$ cat config.mk
export PLATFORM = sky130hd
export DESIGN_NAME = mac_seq_ctrl
export DESIGN_NICKNAME = d
export VERILOG_FILES = /design/src/rtl/mac_seq_ctrl.sv
export SDC_FILE = /design/constraint.sdc
export NUM_CORES = 1
export LEC_CHECK = 0
export BUFFER_PORTS_ARGS = -buffer_cell sky130_fd_sc_hd__buf_2
export CORE_AREA = 2 2 131 164
export CTS_CLUSTER_SIZE = 16
export DETAILED_ROUTE_END_ITERATION = 6
export DIE_AREA = 0 0 133 166
export HOLD_SLACK_MARGIN = 0.08
export PLACE_DENSITY = 0.71
export SKIP_LAST_GASP = 1
export SLEW_MARGIN = 20
export SYNTH_ARGS = -nofsm -noshare
export SYNTH_HDL_FRONTEND = slang
export SYNTH_SLANG_ARGS = --single-unit
$ cat constraint.sdc
create_clock -name clk -period 3.5 [get_ports clk]
set_clock_uncertainty 0.05 [all_clocks]
set_input_delay 0.175 -clock clk [delete_from_list [all_inputs] [get_ports clk]]
set_output_delay 0.175 -clock clk [all_outputs]
set_load 0.005 [all_outputs]
$ cat src/rtl/mac_seq_ctrl.sv
// Dot-product sequencer: streams VLEN operand pairs through an external multiplier and accumulates the products.
// Result valid VLEN+2 cycles after start; in_ready only in RUN, DONE holds the result until out_ready.
module mac_seq_ctrl #(
    parameter int BITWIDTH = 32,
    parameter int VLEN     = 16,
    parameter int ACCW     = 2*BITWIDTH + $clog2(VLEN)
) (
    input  logic                  clk,
    input  logic                  rst_n,
    input  logic                  start,
    output logic                  busy,
    input  logic                  in_valid,
    output logic                  in_ready,
    input  logic [BITWIDTH-1:0]   ain,
    input  logic [BITWIDTH-1:0]   bin,
    output logic [BITWIDTH-1:0]   mul_ain,
    output logic [BITWIDTH-1:0]   mul_bin,
    input  logic [2*BITWIDTH-1:0] mul_dout,
    output logic                  out_valid,
    input  logic                  out_ready,
    output logic [ACCW-1:0]       dout
);

    localparam int CNTW = $clog2(VLEN + 1);

    typedef enum logic [1:0] {
        S_IDLE  = 2'd0,
        S_RUN   = 2'd1,
        S_DRAIN = 2'd2,
        S_DONE  = 2'd3
    } state_t;

    state_t                r_state;
    state_t                w_next;
    logic [CNTW-1:0]       r_cnt;
    logic                  r_p_valid;
    logic [ACCW-1:0]       r_acc;
    logic [BITWIDTH-1:0]   r_ain;
    logic [BITWIDTH-1:0]   r_bin;
    logic                  w_accept;
    logic                  w_last;
    logic                  w_start;

    assign w_start  = (r_state == S_IDLE) && start;
    assign w_accept = (r_state == S_RUN) && in_valid;
    assign w_last   = w_accept && (r_cnt == CNTW'(VLEN - 1));

    always_ff @(posedge clk or negedge rst_n) begin
        if (!rst_n) begin
            r_state <= S_IDLE;
        end else begin
            r_state <= w_next;
        end
    end

    always_comb begin
        w_next = r_state;
        case (r_state)
            S_IDLE:  if (start)                  w_next = S_RUN;
            S_RUN:   if (w_last)                 w_next = S_DRAIN;
            S_DRAIN:                             w_next = S_DONE;
            S_DONE:  if (out_ready)              w_next = S_IDLE;
            default:                             w_next = S_IDLE;
        endcase
    end

    // Product of the pair registered last edge is added this edge, so the
    // final product lands during DRAIN.
    always_ff @(posedge clk or negedge rst_n) begin
        if (!rst_n) begin
            r_acc     <= '0;
            r_cnt     <= '0;
            r_p_valid <= 1'b0;
            r_ain     <= '0;
            r_bin     <= '0;
        end else if (w_start) begin
            r_acc     <= '0;
            r_cnt     <= '0;
            r_p_valid <= 1'b0;
        end else begin
            if (r_p_valid) begin
                r_acc <= r_acc + ACCW'(mul_dout);
            end
            r_p_valid <= w_accept;
            if (w_accept) begin
                r_ain <= ain;
                r_bin <= bin;
                r_cnt <= r_cnt + CNTW'(1);
            end
        end
    end

    assign busy      = (r_state != S_IDLE);
    assign in_ready  = (r_state == S_RUN);
    assign out_valid = (r_state == S_DONE);
    assign mul_ain   = r_ain;
    assign mul_bin   = r_bin;
    assign dout      = r_acc;

endmodule

==> flow_summary.yaml, run 1 <==
clocking:
  clock_tree.buffer_depth: 2
  cts.sinks: 140
  cts_made_buffers: 17
  cts_max_level: 4
  tritoncts: "built"
  clkLatencyLatePin_ns: 0.43
  root_buffer: "clkbuf_16"
  clk_pin_slew_ns: 0.06
yosys:
  synth.top_cell.area_share_pct: 37.7
  ys.flop_type: "dfrtp_1"
  syn_inst: 970
  yosys_register_bits: 140
  yosysTopAreaCell: "dfrtp_1"
  yosys_warnings: 0
  yosysMostFrequentCell: "dfrtp_1"
  synth.avg_cell_area_um2: 9.57
  netlist_area_mm2: 0.00928
  ys_top_cells_by_count: "140 x dfrtp_1, 100 x nor2_1, 94 x a21oi_1"
  netlist_top_cells_area: "dfrtp_1 38%, ha_1 9.6%, mux2_2 7.9%"
  ys_seq_area_share_pct: 37.7
  syn-num-nets: 1175
  yosysUniqueCellTypes: 65
  ys_async_sr_fraction_pct: 100
  synth_enable_flop_cells: 0
critical_path:
  crit_fanout: 3
  critPathLaunch: "dout[0]"
  cp-end-kind: "flop"
  r2r_slack_ns: 0.17
  critical_path.endpoint: "dout[66]"
  reg2reg_to: "dout[66]"
  startpoint_type: "flop"
  r2r_cells: 15
  path_class: "reg2reg"
  cp.required_ns: 3.75
  worstReg2RegStart: "dout[0]"
  worstPathArrival_ns: 3.58
sta:
  hold_viol: 0
  final.setup.worst_slack_ns: 0.168
  maxSlewViolCount: 0
  slew_headroom_pct: 37.3
  whs_ns: 0.115
  tightest_slew_ns: 0.941
  fmax_ghz: 0.300
  post-route-min-period_ns: 3.33
  setup_viol: 0
  post-route-period-util_pct: 95.2
routing:
  totalWireLength_um: 27900
  highest_layer: "met4"
  firstDrtPassIters: 4
  ant_nets: 0
  drc_errors: 0
  vias: 8616
  wl_met3_um: 1710
  first_iter_violations: 462
  wl_met1_um: 11000
  wl_per_cell_um: 17.7
  via_per_inst: 5.47
  wl_met2_um: 14400
status:
  status: "completed"
finish:
  areaGrowthSynthToFinish_pct: 31.5
  fin_area_mm2: 0.0122
  drive_above_1_share_pct: 31.5
  antennaDiodeCount: 0
  layout.cells.non_filler: 1574
  nNetsFinal: 1492
global_route:
  track_usage_pct: 25.2
  grt_pass1_vias: 9020
  grt_overflow: 0
  grt_pass1_wl_um: 44900
  antenna_found_initial: 1
  grt_max_degree: 93
pwr:
  pwr-share-clk_pct: 19.5
  irDropWorstVdd_v: 0.000484
  combPwrFrac_pct: 51.9
  intPower_mw: 5.68
  p_leak_nw: 6.09
  power_density_mw_per_mm2: 793
  switching_power_mw: 3.99
  swShare_pct: 41.3
  seqPwrFrac_pct: 28.6
placement:
  post-dp-hpwl_um: 19900
  portBuffers: 267
  post_dp_cell_area_mm2: 0.0109
  place_inst: 1475
  gp_congestion: 0.941
  post-place-ws_ns: 0.0878
floorplan:
  rows: 59
  core_area_mm2: 0.0206
  design.die.area_mm2: 0.0221
  initial_utilization_pct: 45.1
  die_h_um: 166
  pin_count: 268
  die_x_um: 133
run:
  drv_cap: 0
worst_hold_path:
  hp-class: "in2reg"
## kinds of logic (layout without fill, tap and decap cells)
logic type	Yosys count	count (layout)	share of synthesized area (%)
mux	108	108	12.5
flops	140	140	37.7
fa+ha+maj	72	72	9.78
simple gates	249	249	12.2
compound gates	256	256	18.1
buf+inv	78	408	3.26
xor+xnor	67	67	6.32
## flip-flops by register name, indices dropped and copies added, names as in the netlist
signal,cells
dout,68
mul_ain,32
mul_bin,32
r_cnt,5
r_p_valid,1
r_state,2
## layout by cell type (no fill, tap or decap), drive strengths merged, types with 3 or more instances in the layout
cell and instances:
a211o 3, a211oi 11, a21boi 4, a21o 34, a21oi 96, a31o 3
a31oi 5, a41oi 5, and2 7, and3 8, and4 3, buf 282
clkbuf 17, clkinv 3, dfrtp 140, dlygate4sd3 65, ha 71, inv 38
mux2 65, mux2i 43, nand2 64, nand2b 4, nand3 20, nand4 18
nor2 101, nor2b 4, nor3 9, nor4 3, o2111ai 4, o211ai 5
o21a 3, o21ai 50, o21bai 14, o31ai 3, xnor2 40, xor2 27
## how the worst min path moves through the flow
stage                     slack [ns]  cells after the start     start       end
final                           0.11                      4  in_valid  r_cnt[1]
after global routing            0.13                      4  in_valid  r_cnt[1]
after CTS                        0.1                      4  in_valid  r_cnt[1]
after detailed placement        0.28                      1     rst_n  dout[37]
after global placement          0.28                      1     rst_n  dout[37]
after floorplan                -0.17                      0     rst_n   dout[0]
## routing by layer
layer | vias up | track usage (%)
met4 | 0 | 9.77
met1 | 4152 | 28.6
met5 | - | 0
li1 | 4123 | -
met2 | 290 | 45.2
met3 | 51 | 6.20
## through the flow
stage / utilization [%] / TNS [ns] / power (mW)
3_3_place_gp: 52.8 / 0 / 7.54
6_report: 59.3 / 0 / 9.68
2_1_floorplan: - / 0 / 5.98
4_1_cts: 58.9 / 0 / 9.62
5_1_grt: 59.3 / -0.00267 / 10.4
3_5_place_dp: 52.8 / 0 / 7.62
## power by group through the flow
stage          clock network (mW)  logic, mW  registers, mW
2_1_floorplan                   0       3.23           2.75
3_3_place_gp                    0       4.80           2.74
3_5_place_dp                    0       4.86           2.76
4_1_cts                      1.93       4.94           2.75
5_1_grt                      1.99       5.56           2.84
6_report                     1.89       5.02           2.76
## cell type report
cell class | instances | area (µm²)
Timing Repair Buffer | 347 | 2110
Clock buffer | 17 | 425
Multi-Input combinational cell | 752 | 5540
Inverter | 29 | 109
Clock inverter | 15 | 176
Fill cell | 1767 | 8390
Tap cell | 274 | 343
Sequential cell | 140 | 3500
## worst max-delay path: stages, from the launching register on
cell	delay (ns)
dfrtp_1	0.38
ha_2	0.21
inv_1	0.06
fa_2	0.35
and2b_2	0.26
o2111ai_4	0.15
a2111oi_4	0.43
o41ai_2	0.09
buf_4	0.16
nor2_4	0.09
o21ai_4	0.08
o2111ai_2	0.25
nand2_2	0.10
o311ai_4	0.27
a41oi_2	0.16
mux2i_1	0.14
## what timing repair did
action	4_1_cts	5_1_grt
hold buffers	65	0
endpoints found under the setup margin	0	13
hold endpoints to repair	154	0
buffers inserted	0	2
gates resized for setup	0	11
Power figures use the tool's default switching activity.
==> run 2, diff against run 1 <==
--- a/config.mk
+++ b/config.mk
@@ -12,6 +12,7 @@
 export DIE_AREA = 0 0 133 166
 export HOLD_SLACK_MARGIN = 0.08
 export PLACE_DENSITY = 0.71
+export RECOVER_POWER = 50
 export SKIP_LAST_GASP = 1
 export SLEW_MARGIN = 20
 export SYNTH_ARGS = -nofsm -noshare
==> flow_summary.yaml, run 2 (synthesized netlist as in run 1, its figures left out) <==
placement:
  post-place-ws_ns: 0.0878
  post-dp-hpwl_um: 19900
  post_dp_cell_area_mm2: 0.0109
  portBuffers: 267
  gp_congestion: 0.941
finish:
  final_cell_mix: "195 x buf_2, 139 x dfrtp_1, 99 x nor2_1"
  nNetsFinal: 1492
  largest_reg_flops: 68
  postLayoutCoreUtil_pct: 58.8
  fin_area_mm2: 0.0121
  fillCellCount: 1809
  areaGrowthSynthToFinish_pct: 30.5
  layout_commonest_cell: "buf_2"
  drive_above_1_share_pct: 26.1
global_route:
  grt_pass1_vias: 9020
  track_usage_pct: 25.2
  antenna_found_initial: 1
  grt_overflow: 0
  grt_pass1_wl_um: 44900
  grt_max_degree: 93
critical_path:
  startpoint_type: "flop"
  path_cells: "ha_2, inv_1, fa_2, and2b_2, o2111ai_4, a2111oi_4, o41ai_2, buf_4, nor2_4, o21ai_4, o2111ai_2, nand2_2, o311ai_4, a41oi_2, mux2i_1"
  slowest_delay_ns: 0.43
  crit_fanout: 3
  cp-end-kind: "flop"
  cp.required_ns: 3.75
  critPathTopFamily: "compound AO/OA/AOI/OAI gates"
  path_buf_inv: 2
  slowest_stage: "a2111oi_4"
  worstPathArrival_ns: 3.58
  path_class: "reg2reg"
routing:
  first_iter_violations: 454
  drc_errors: 0
  totalWireLength_um: 27900
  via_per_inst: 5.50
  ant_nets: 0
  firstDrtPassIters: 5
  wl_per_cell_um: 17.7
  vias: 8663
pwr:
  seqPwrFrac_pct: 28.9
  intPower_mw: 5.59
  irDropWorstVdd_v: 0.000467
  swShare_pct: 41.7
  power_density_mw_per_mm2: 792
  combPwrFrac_pct: 51.4
  pwr-share-clk_pct: 19.7
  p_leak_nw: 5.85
  switching_power_mw: 4.00
sta:
  final.setup.worst_slack_ns: 0.169
  post-route-period-util_pct: 95.2
  tightest_slew_ns: 2.47
  slew_headroom_pct: -64.9
  fmax_ghz: 0.300
  post-route-min-period_ns: 3.33
  whs_ns: 0.110
  setup_viol: 0
  hold_viol: 0
  maxSlewViolCount: 93
clocking:
  clkLatencyLatePin_ns: 0.43
  cts_made_buffers: 17
  tritoncts: "built"
  cts_max_level: 4
  clock_tree.buffer_depth: 2
  cts.sinks: 140
  root_buffer: "clkbuf_16"
  clk_pin_slew_ns: 0.06
floorplan:
  core_area_mm2: 0.0206
  rows: 59
  die_x_um: 133
  pin_count: 268
  initial_utilization_pct: 45.1
  design.die.area_mm2: 0.0221
  die_h_um: 166
status:
  status: "finished with violations"
  violations: "capacitance limit, slew limit"
worst_hold_path:
  hp-class: "in2reg"
run:
  drv_cap: 1
-- run 2: changes by cell type in the layout (fill, tap and decap cells not counted), sizes merged --
cell    previous run  this run
diode              0         1
buf              282       211
clkbuf            17        88
-- run 2: repair_timing --
item                       CTS  global route
gates resized for setup      0            11
hold buffers                65             0
buffers inserted             0             2
hold endpoints to repair   154             0
setup endpoints to repair    0            13
-- run 2: power by group through the flow --
stage / logic [mW] / clock network, mW / registers (mW)
2_1_floorplan: 3.23 / 0 / 2.75
3_3_place_gp: 4.80 / 0 / 2.74
3_5_place_dp: 4.86 / 0 / 2.76
4_1_cts: 4.94 / 1.93 / 2.75
5_1_grt: 5.46 / 1.99 / 2.85
6_report: 4.93 / 1.89 / 2.77
-- run 2: worst reg2reg max path, stage by stage (launching register included) --
cell	delay, ns
dfrtp_1	0.38
ha_2	0.21
inv_1	0.06
fa_2	0.35
and2b_2	0.26
o2111ai_4	0.15
a2111oi_4	0.43
o41ai_2	0.09
buf_4	0.16
nor2_4	0.09
o21ai_4	0.08
o2111ai_2	0.25
nand2_2	0.10
o311ai_4	0.27
a41oi_2	0.16
mux2i_1	0.13
-- run 2: worst paths after layout --
kind,from,end,slack [ns],cells past startpoint
setup / recovery,dout[0],dout[66],0.17,15
hold / removal,in_valid,r_cnt[1],0.11,4
setup reg to reg,dout[0],dout[66],0.17,15
hold reg to reg,mul_ain[20],mul_ain[20],0.45,1
max in group asynchronous,rst_n,r_p_valid,0.74,2
min in group asynchronous,rst_n,dout[39],0.93,2
-- run 2: metal layers --
| layer | share of wire (%) | up-vias | GRT usage, % | wire, µm |
|---|---|---|---|---|
| met4 | 2.9 | 0 | 9.77 | 809 |
| met3 | 6.3 | 57 | 6.20 | 1740 |
| met5 | 0 | - | 0 | 0 |
| li1 | - | 4121 | - | - |
| met1 | 39 | 4173 | 28.6 | 10900 |
| met2 | 52 | 312 | 45.2 | 14400 |
-- run 2: final cells by class --
class	count	area (µm²)	share of cell area, %
antenna	1	2.50	0.0207
tap	274	343	2.83
timing repair buffer	347	2010	16.6
multi-input combinational	752	5540	45.7
clock inverter	15	176	1.46
sequential	140	3500	28.9
inverter	29	109	0.899
clock buffer	17	425	3.51
-- run 2: stage by stage --
stage	total power [mW]	std cells	setup TNS, ns
2_1_floorplan	5.98	970	0
3_3_place_gp	7.54	1475	0
3_5_place_dp	7.62	1475	0
4_1_cts	9.62	1572	0
5_1_grt	10.3	1574	-0.00706
6_report	9.59	1575	0
==> run 3, diff against run 2 <==
--- a/config.mk
+++ b/config.mk
@@ -12,7 +12,7 @@
 export DIE_AREA = 0 0 133 166
 export HOLD_SLACK_MARGIN = 0.08
 export PLACE_DENSITY = 0.71
-export RECOVER_POWER = 50
+export RECOVER_POWER = 100
 export SKIP_LAST_GASP = 1
 export SLEW_MARGIN = 20
 export SYNTH_ARGS = -nofsm -noshare
==> flow_summary.yaml, run 3 (synthesized netlist as in run 1, its figures left out) <==
sta:
  post-route-period-util_pct: 95.2
  tightest_slew_ns: 2.47
  setup_viol: 0
  slew_headroom_pct: -64.8
  hold_viol: 0
  post-route-min-period_ns: 3.33
  fmax_ghz: 0.300
  maxSlewViolCount: 159
critical_path:
  slowest_delay_ns: 0.43
  worstPathArrival_ns: 3.58
  crit_fanout: 3
  cp-end-kind: "flop"
  startpoint_type: "flop"
  critPathTopFamily: "compound AO/OA/AOI/OAI gates"
  path_cells: "ha_2, inv_1, fa_2, and2b_2, o2111ai_4, a2111oi_4, o41ai_2, buf_4, nor2_4, o21ai_4, o2111ai_2, nand2_2, o311ai_4, a41oi_2, mux2i_1"
  path_class: "reg2reg"
  path_buf_inv: 2
  cp.required_ns: 3.75
  slowest_stage: "a2111oi_4"
floorplan:
  rows: 59
  die_h_um: 166
  core_area_mm2: 0.0206
  pin_count: 268
  die_x_um: 133
  initial_utilization_pct: 45.1
  design.die.area_mm2: 0.0221
finish:
  largest_reg_flops: 68
  layout_commonest_cell: "buf_2"
  drive_above_1_share_pct: 25.5
  postLayoutCoreUtil_pct: 58.7
  areaGrowthSynthToFinish_pct: 30.2
  final_cell_mix: "189 x buf_2, 139 x dfrtp_1, 99 x nor2_1"
  nNetsFinal: 1492
  antennaDiodeCount: 0
placement:
  post-dp-hpwl_um: 19900
  gp_congestion: 0.941
  portBuffers: 267
routing:
  drc_errors: 0
  vias: 8651
  firstDrtPassIters: 5
  wl_per_cell_um: 17.7
  ant_nets: 0
  totalWireLength_um: 27800
  via_per_inst: 5.50
  first_iter_violations: 481
clocking:
  clock_tree.buffer_depth: 2
  root_buffer: "clkbuf_16"
  cts.sinks: 140
  cts_max_level: 4
  clk_pin_slew_ns: 0.06
  tritoncts: "built"
  clkLatencyLatePin_ns: 0.43
  cts_made_buffers: 17
pwr:
  power_mw: 9.59
  p_leak_nw: 5.82
  power_density_mw_per_mm2: 793
  irDropWorstVdd_v: 0.000474
worst_hold_path:
  hp-class: "in2reg"
global_route:
  grt_pass1_wl_um: 44900
  grt_pass1_vias: 9020
  grt_max_degree: 93
  track_usage_pct: 25.2
  grt_overflow: 0
  antenna_found_initial: 1
run:
  drv_cap: 2
status:
  status: "finished with violations"
  violations: "capacitance limit, slew limit"
run 3: cell types whose count changed in the layout (fill, tap and decap cells not counted):
| cell | delta |
|---|---|
| and2_0 | +1 |
| clkbuf_1 | +7 |
| buf_4 | -4 |
| buf_2 | -6 |
| and2_2 | -1 |
| clkbuf_2 | +3 |
| diode_2 | -1 |
run 3: worst paths after layout:
check | start | endpoint | slack, ns | depth (start not counted)
worst max-delay path | dout[0] | dout[66] | 0.17 | 15
worst min-delay path | in_valid | r_cnt[1] | 0.11 | 4
worst max register to register | dout[0] | dout[66] | 0.17 | 15
worst min register to register | mul_ain[20] | mul_ain[20] | 0.45 | 1
max in group asynchronous | rst_n | r_p_valid | 0.74 | 2
min in group asynchronous | rst_n | dout[39] | 0.92 | 2
run 3: report_power, final:
part           internal, mW  switching, mW  total [mW]
clock network          1.08          0.810        1.89
registers              2.30          0.475        2.77
logic                  2.21           2.72        4.93
total                  5.59           4.00        9.59
run 3: layer usage:
layer	wire (µm)	track usage, %	vias to the layer above	share of wire [%]
met5	0	0	-	0
met4	804	9.77	0	2.9
met3	1760	6.20	53	6.3
met2	14400	45.2	313	52
met1	10800	28.6	4171	39
li1	-	-	4114	-
run 3: stage by stage:
step | hold WS, ns | TNS (ns) | cell area (µm²) | worst slack (ns) | instances
after CTS | 0.0960 | 0 | 12100 | 0.0591 | 1572
after global placement | 0.280 | 0 | 10900 | 0.179 | 1475
after detailed placement | 0.284 | 0 | 10900 | 0.0878 | 1475
after floorplan | -0.171 | 0 | 9280 | 0.457 | 970
final | 0.112 | 0 | 12100 | 0.167 | 1574
after global routing | 0.134 | -0.00706 | 12100 | -0.00706 | 1574
run 3: cell type report:
cell class / count / area (µm²)
fill: 1821 / 8510
multi-input combinational: 752 / 5540
sequential: 140 / 3500
timing repair buffer: 347 / 1990
clock buffer: 17 / 425
tap: 274 / 343
clock inverter: 15 / 176
inverter: 29 / 109
run 3: what timing repair did:
action / CTS / global route
endpoints found under the hold margin: 154 / 0
hold buffers: 65 / 0
setup endpoints to repair: 0 / 13
buffers inserted: 0 / 2
gates resized for setup: 0 / 11
run 3: worst register-to-register path, stage by stage, from the launching register on:
cell and delay (ns):
dfrtp_1 0.38, ha_2 0.21, inv_1 0.06, fa_2 0.35, and2b_2 0.26, o2111ai_4 0.15
a2111oi_4 0.43, o41ai_2 0.09, buf_4 0.16, nor2_4 0.09, o21ai_4 0.08, o2111ai_2 0.25
nand2_2 0.10, o311ai_4 0.27, a41oi_2 0.16, mux2i_1 0.13
